`src/rtl/uart_tx_pkg.sv`:
```
// Shared definitions for the UART transmitter: register offsets (word index),
// STATUS bit positions and the serialiser state encoding.
package uart_tx_pkg;

  localparam logic [9:0] REG_TXDATA = 10'd0;
  localparam logic [9:0] REG_STATUS = 10'd1;
  localparam logic [9:0] REG_BAUD   = 10'd2;

  localparam int ST_FULL_BIT  = 0;
  localparam int ST_EMPTY_BIT = 1;
  localparam int ST_BUSY_BIT  = 2;
  localparam int ST_OVF_BIT   = 3;

  typedef enum logic [1:0] {
    TX_IDLE  = 2'd0,
    TX_START = 2'd1,
    TX_DATA  = 2'd2,
    TX_STOP  = 2'd3
  } tx_state_e;

endpackage

```
`src/rtl/sync_fifo.sv`:
```
// Show-ahead synchronous FIFO; dout_o is valid whenever empty_o is low.
// Pointers carry one extra wrap bit so level = wr - rd needs no special cases.
module sync_fifo #(
  parameter int WIDTH = 8,
  parameter int DEPTH = 16,
  localparam int AW = $clog2(DEPTH)
) (
  input  logic             clk,
  input  logic             reset,
  input  logic             push_i,
  input  logic             pop_i,
  input  logic [WIDTH-1:0] din_i,
  output logic [WIDTH-1:0] dout_o,
  output logic             full_o,
  output logic             empty_o,
  output logic [AW:0]      level_o
);

  logic [WIDTH-1:0] mem_q [DEPTH];
  logic [AW:0]      wr_q, wr_d;
  logic [AW:0]      rd_q, rd_d;
  logic             do_push;
  logic             do_pop;

  assign level_o = wr_q - rd_q;
  assign full_o  = (level_o == (AW+1)'(DEPTH));
  assign empty_o = (wr_q == rd_q);
  assign dout_o  = mem_q[rd_q[AW-1:0]];

  // Full/empty come from registered pointers, so a same-cycle pop never admits a push.
  assign do_push = push_i && !full_o;
  assign do_pop  = pop_i && !empty_o;

  always_comb begin
    wr_d = wr_q;
    rd_d = rd_q;
    if (do_push) wr_d = wr_q + (AW+1)'(1);
    if (do_pop)  rd_d = rd_q + (AW+1)'(1);
  end

  always_ff @(posedge clk) begin
    if (reset) begin
      wr_q <= '0;
      rd_q <= '0;
    end else begin
      wr_q <= wr_d;
      rd_q <= rd_d;
    end
  end

  always_ff @(posedge clk) begin
    if (do_push) mem_q[wr_q[AW-1:0]] <= din_i;
  end

endmodule

```
`src/rtl/uart_tx.sv`:
```
// Memory-mapped 8N1 UART transmitter: bus register decode, TX FIFO and a
// baud-counter driven serialiser. Read data returns one cycle after the command.
module uart_tx
  import uart_tx_pkg::*;
#(
  parameter int          FIFO_DEPTH  = 16,
  parameter logic [15:0] DEFAULT_DIV = 16'd433
) (
  input  logic        clk,
  input  logic        reset,
  input  logic        mem_cmd_sel,
  input  logic        mem_cmd_valid,
  input  logic        mem_cmd_wr,
  input  logic [11:0] mem_cmd_addr,
  input  logic [31:0] mem_cmd_wdata,
  output logic        mem_rsp_ready,
  output logic [31:0] mem_rsp_rdata,
  output logic        uart_txd,
  output logic        tx_irq
);

  localparam int AW = $clog2(FIFO_DEPTH);

  logic [9:0]  reg_idx;
  logic        wr_en, rd_en, push, pop;
  logic [7:0]  fifo_dout;
  logic        fifo_full, fifo_empty;
  logic [AW:0] fifo_level;
  logic [31:0] status_word;
  logic        busy;
  logic        unused_bits;

  logic [15:0] div_q, div_d;
  logic        ovf_q, ovf_d;
  logic        rsp_q, rsp_d;
  logic [31:0] rdata_q, rdata_d;
  tx_state_e   state_q, state_d;
  logic [15:0] cnt_q, cnt_d;
  logic [2:0]  bit_idx_q, bit_idx_d;
  logic [7:0]  shift_q, shift_d;
  logic        txd_q, txd_d;

  assign reg_idx     = mem_cmd_addr[11:2];
  assign wr_en       = mem_cmd_valid && mem_cmd_sel && mem_cmd_wr;
  assign rd_en       = mem_cmd_valid && mem_cmd_sel && !mem_cmd_wr;
  assign push        = wr_en && (reg_idx == REG_TXDATA);
  assign busy        = (state_q != TX_IDLE);
  assign unused_bits = ^{mem_cmd_addr[1:0], mem_cmd_wdata[31:16]};

  sync_fifo #(.WIDTH(8), .DEPTH(FIFO_DEPTH)) u_fifo (
    .clk     (clk),
    .reset   (reset),
    .push_i  (push),
    .pop_i   (pop),
    .din_i   (mem_cmd_wdata[7:0]),
    .dout_o  (fifo_dout),
    .full_o  (fifo_full),
    .empty_o (fifo_empty),
    .level_o (fifo_level)
  );

  always_comb begin
    status_word               = '0;
    status_word[ST_FULL_BIT]  = fifo_full;
    status_word[ST_EMPTY_BIT] = fifo_empty;
    status_word[ST_BUSY_BIT]  = busy;
    status_word[ST_OVF_BIT]   = ovf_q;
    status_word[15:8]         = 8'(fifo_level);
  end

  // Register writes and read mux; an overflow set beats a same-cycle clear.
  always_comb begin
    div_d   = div_q;
    ovf_d   = ovf_q;
    rsp_d   = rd_en;
    rdata_d = '0;
    if (wr_en && reg_idx == REG_BAUD) div_d = mem_cmd_wdata[15:0];
    if (wr_en && reg_idx == REG_STATUS && mem_cmd_wdata[ST_OVF_BIT]) ovf_d = 1'b0;
    if (push && fifo_full) ovf_d = 1'b1;
    if (rd_en) begin
      case (reg_idx)
        REG_STATUS: rdata_d = status_word;
        REG_BAUD:   rdata_d = {16'b0, div_q};
        default:    rdata_d = '0;
      endcase
    end
  end

  always_comb begin
    state_d   = state_q;
    cnt_d     = cnt_q;
    bit_idx_d = bit_idx_q;
    shift_d   = shift_q;
    pop       = 1'b0;
    case (state_q)
      TX_IDLE: begin
        if (!fifo_empty) begin
          pop     = 1'b1;
          shift_d = fifo_dout;
          cnt_d   = div_q;
          state_d = TX_START;
        end
      end
      TX_START: begin
        if (cnt_q == 16'd0) begin
          cnt_d     = div_q;
          bit_idx_d = 3'd0;
          state_d   = TX_DATA;
        end else begin
          cnt_d = cnt_q - 16'd1;
        end
      end
      TX_DATA: begin
        if (cnt_q == 16'd0) begin
          cnt_d   = div_q;
          shift_d = {1'b0, shift_q[7:1]};
          if (bit_idx_q == 3'd7) state_d = TX_STOP;
          else bit_idx_d = bit_idx_q + 3'd1;
        end else begin
          cnt_d = cnt_q - 16'd1;
        end
      end
      TX_STOP: begin
        if (cnt_q == 16'd0) begin
          if (!fifo_empty) begin
            pop     = 1'b1;
            shift_d = fifo_dout;
            cnt_d   = div_q;
            state_d = TX_START;
          end else begin
            state_d = TX_IDLE;
          end
        end else begin
          cnt_d = cnt_q - 16'd1;
        end
      end
      default: state_d = TX_IDLE;
    endcase
    // Line level follows the next state so the registered pin lines up with state_q.
    txd_d = 1'b1;
    if (state_d == TX_START) txd_d = 1'b0;
    else if (state_d == TX_DATA) txd_d = shift_d[0];
  end

  always_ff @(posedge clk) begin
    if (reset) begin
      div_q     <= DEFAULT_DIV;
      ovf_q     <= 1'b0;
      rsp_q     <= 1'b0;
      rdata_q   <= '0;
      state_q   <= TX_IDLE;
      cnt_q     <= '0;
      bit_idx_q <= '0;
      shift_q   <= '0;
      txd_q     <= 1'b1;
    end else begin
      div_q     <= div_d;
      ovf_q     <= ovf_d;
      rsp_q     <= rsp_d;
      rdata_q   <= rdata_d;
      state_q   <= state_d;
      cnt_q     <= cnt_d;
      bit_idx_q <= bit_idx_d;
      shift_q   <= shift_d;
      txd_q     <= txd_d;
    end
  end

  assign mem_rsp_ready = rsp_q;
  assign mem_rsp_rdata = rdata_q;
  assign uart_txd      = txd_q;
  assign tx_irq        = fifo_empty && !busy;

endmodule
```
`config.mk`:
```
export PLATFORM = sky130hd
export DESIGN_NAME = uart_tx
export DESIGN_NICKNAME = d
export VERILOG_FILES = /design/src/rtl/uart_tx_pkg.sv /design/src/rtl/sync_fifo.sv /design/src/rtl/uart_tx.sv
export SDC_FILE = /design/constraint.sdc
export NUM_CORES = 1
export LEC_CHECK = 0
export BUFFER_PORTS_ARGS = -buffer_cell sky130_fd_sc_hd__clkbuf_2
export CORE_UTILIZATION = 59
export CTS_CLUSTER_DIAMETER = 120
export DETAILED_ROUTE_END_ITERATION = 7
export PLACE_DENSITY = 0.77
export SLEW_MARGIN = 20
export SYNTH_ARGS = -nofsm -noshare
export SYNTH_HDL_FRONTEND = slang
export SYNTH_SLANG_ARGS = --single-unit
```
`constraint.sdc`:
```
create_clock -name clk -period 3.5 [get_ports clk]
set_input_delay 0 -clock clk [delete_from_list [all_inputs] [get_ports clk]]
set_output_delay 0 -clock clk [all_outputs]
set_load 0.01 [all_outputs]
```
==> summary.txt <==
Drt
  • Drt via density: ~6.4
  • DRC violations left: 14
  • Via count: between 6,000 and 7,000
  • DR iter-0 viols: roughly 800
  • Post-DRT Antenna Nets: 0
  • Total wire length: roughly 21,000 µm
  • Pre-antenna DRT Iters: 8
  • Wire length per cell: 21.54 µm

Logic synthesis
  • Sequential-to-total area share from yosys stat: between 60% and 70%
  • Yosys cell types: 62
  • Gate Count Post-Synth: about 700
  • Synthesized area: between 8000 and 9000 µm²
  • Share of the synthesized area in the top cell type: 43.19%
  • Top FF cell, synth: edfxtp_1
  • Register bit total from synthesis: ~210
  • Yosys warning count: 0
  • Mean Syn Cell Area: around 13 µm²
  • Asr flop ratio synth: 0%
  • Post-synth EDFFs: roughly 130
  • Yosys top cell by area: edfxtp_1
  • Ranking of synthesized cells by area: edfxtp_1 43%, dfxtp_1 18%, mux4_2 8.4%, a21oi_1 3.3%, ha_1 2.5%

Job
  • Max-cap viol count: 0

Global routing
  • GRT Residual Overflow: 0
  • First-pass GRT wire length: about 33,000 µm
  • Initial antenna violation count: 0
  • Largest net degree at the start of global routing: 34
  • Vias in the first global route: around 6,200
  • GRT Overall Usage: between 20 and 30%

Finish
  • ANT cells: 0
  • Area Overhead vs Synth: 16.08%
  • # nets final: between 800 and 900
  • Fin area: about 10,000 µm²
  • Share of layout cells above drive strength 1: between 20% and 30%
  • Core Util, Final: between 70% and 80%
  • Non-Filler Instances: between 900 and 1,000
  • Most frequent cells in the layout: 128 x edfxtp_1, 77 x dfxtp_1, 59 x a21oi_1, 59 x nor2_1, 51 x nand2_1
  • Most common cell after layout, fill and taps aside: edfxtp_1

Floorplanning
  • DIE WIDTH: around 120 µm
  • Num rows: 44
  • Die Area: 15,580 µm²
  • DIE HEIGHT: 124.8 µm
  • # IOs: 84
  • Starting density of the core: 60.77%
  • Core area: roughly 15,000 µm²

Setup path
  • Setup CP Type: reg -> reg
  • Worst r2r src: u_fifo.wr_q[0]
  • CP Max Fanout: 6
  • Worst path cell trace: inv_1, ha_1, inv_1, fa_1, a21o_1, a21oi_1, xnor2_1, o211ai_1, nand3_1, nor2_1, buf_4
  • CP Capture Type: register
  • Critical Path Most Common Cell: inv_1
  • Worst EP required: roughly 3.7 ns
  • WP data arrival: 3.40 ns
  • CP startpoint: u_fifo.wr_q[0]
  • Worst-path cell with the longest stage delay: fa_1
  • CP bufs+invs: 3
  • CP Launch Type: register
  • Largest delay contributor family on the critical path: adder cells
  • CP max stage delay: roughly 0.48 ns

Clock tree
  • Worst skew pair latency: ~0.5 ns
  • Clk pin slew, worst setup/hold paths: roughly 0.060 ns
  • CTS Buf Count: 22
  • CTS tree: yes
  • Largest buffer count on any clock path: 3
  • H-tree levels: 1
  • CTS sink count: between 200 and 250
  • Root buf cell: clkbuf_16

Power and ir drop
  • Pwr Total: ~6.0 mW
  • Static Leakage: approximately 3.6 nW
  • Worst VDD drop: between 0.4 and 0.5 mV
  • Power per cell area: slightly below 600 nW/µm²

STA
  • RSZ-0062 raised after global routing: false
  • Setup violations, final: 0
  • Fin Setup TNS: 0 ns
  • Slew headroom: approximately 29%
  • Layout Skew: between 0.02 and 0.025 ns
  • Final Hold Viols: 0
  • Minimum clock period: approximately 3.2 ns
  • Fmax: approximately 310 MHz
  • Crit share post-route: 90.77%
  • Final Max Tran Viols: 0
  • Worst-margin pin slew: around 1.1 ns

Outcome
  • Violations in the final reports: DRC
  • Status: complete, but fails checks

Placed design
  • Routability Congestion: 0.8827
  • Detailed Place HPWL: around 13,000 µm
  • Placed Area: 9360 µm²
  • Post-placement cell count: 921
  • Port Buffers: slightly below 50

Min path
  • Hold Crit Class: in -> reg
  • Hold_sp: mem_cmd_wdata[1]
## state kept, by name (all words and copies together), names as in the netlist, 2 cells and up, named ones only
register and count:
state_q 2, bit_idx_q 3, shift_q 8, cnt_q 16, div_q 16, u_fifo.wr_q 5, u_fifo.mem_q 128, mem_rsp_rdata 16
u_fifo.rd_q 5
## logic make-up after synthesis
group	share of synthesized area, %
compound gates	10.45
xor+xnor	0.9842
simple gates	11.13
mux	10.01
fa+ha+maj	2.756
other cells	0.04214
flops	60.73
buf+inv	3.894
## metal layers
metal  global-route usage (%)  vias to the layer above  routed length [µm]
met5                        0                        -                   0
li1                         -                     2792                   -
met4                    11.55                        0                 815
met2                    46.36                      319               10490
met1                    36.45                     3074                8444
met3                    4.124                       73                1470
## cells in the mapped netlist, types with 3 or more instances
master    instances
nor2b_1           5
a21o_1            3
mux2_2            6
nand3_1          21
buf_4            21
mux4_2           33
nor3_1           16
dfxtp_1          78
a32oi_1           5
edfxtp_1        128
a221oi_1          3
nand2_1          51
nand4_1           6
nor3b_1           3
mux2i_1           8
a22oi_1          16
buf_2             6
ha_1             18
o21ai_0          22
o221ai_1          6
clkbuf_1         19
o211ai_1          3
nor2_1           59
and3_1           10
inv_1            17
nor4_1            8
xnor2_1           7
xor2_1            3
a31oi_1           3
a211oi_1          3
or3_1             6
nor3_2            3
nand2b_1          4
a21oi_1          59
o31ai_1           4
## final cells by class
type / count / area, µm²
timing repair buffer: 101 / 695.7
multi-input combinational: 437 / 3211
sequential: 206 / 5406
tap: 184 / 230.2
clock buffer: 30 / 621.8
inverter: 17 / 63.81
fill: 944 / 4313
clock inverter: 10 / 102.6
## path summary, 6_finish.rpt
path / slack [ns] / end / cells past startpoint
setup / recovery: 0.32 / u_fifo.mem_q[9][7] / 11
hold / removal: 0.03 / div_q[1] / 3
setup reg to reg: 0.32 / u_fifo.mem_q[9][7] / 11
hold reg to reg: 0.48 / bit_idx_q[1] / 2
## through the flow
stage / setup WS, ns / hold slack (ns)
6_report: 0.3232 / 0.02673
5_1_grt: 0.1702 / 0.03004
4_1_cts: 0.4199 / 0.004876
3_5_place_dp: 0.4678 / 0.2272
3_3_place_gp: 0.6373 / 0.2225
2_1_floorplan: 0.5860 / 0.09887
## tightest hold or removal path, cell delays in order
cell and delay (ns):
clkbuf_2 0.28, nand2_1 0.13, a21oi_1 0.06
## where the power goes
group | internal, mW | total [mW] | switching [mW]
sequential | 2.64 | 2.69 | 0.0572
clock | 1.33 | 2.28 | 0.946
combinational | 0.370 | 1.01 | 0.636
## timing repair
action                    CTS  global route
hold buffers               24             0
hold endpoints to repair   52             0
resized for setup           0             0
setup buffers               0             0
Note: power is estimated with default switching activity, not from simulation.
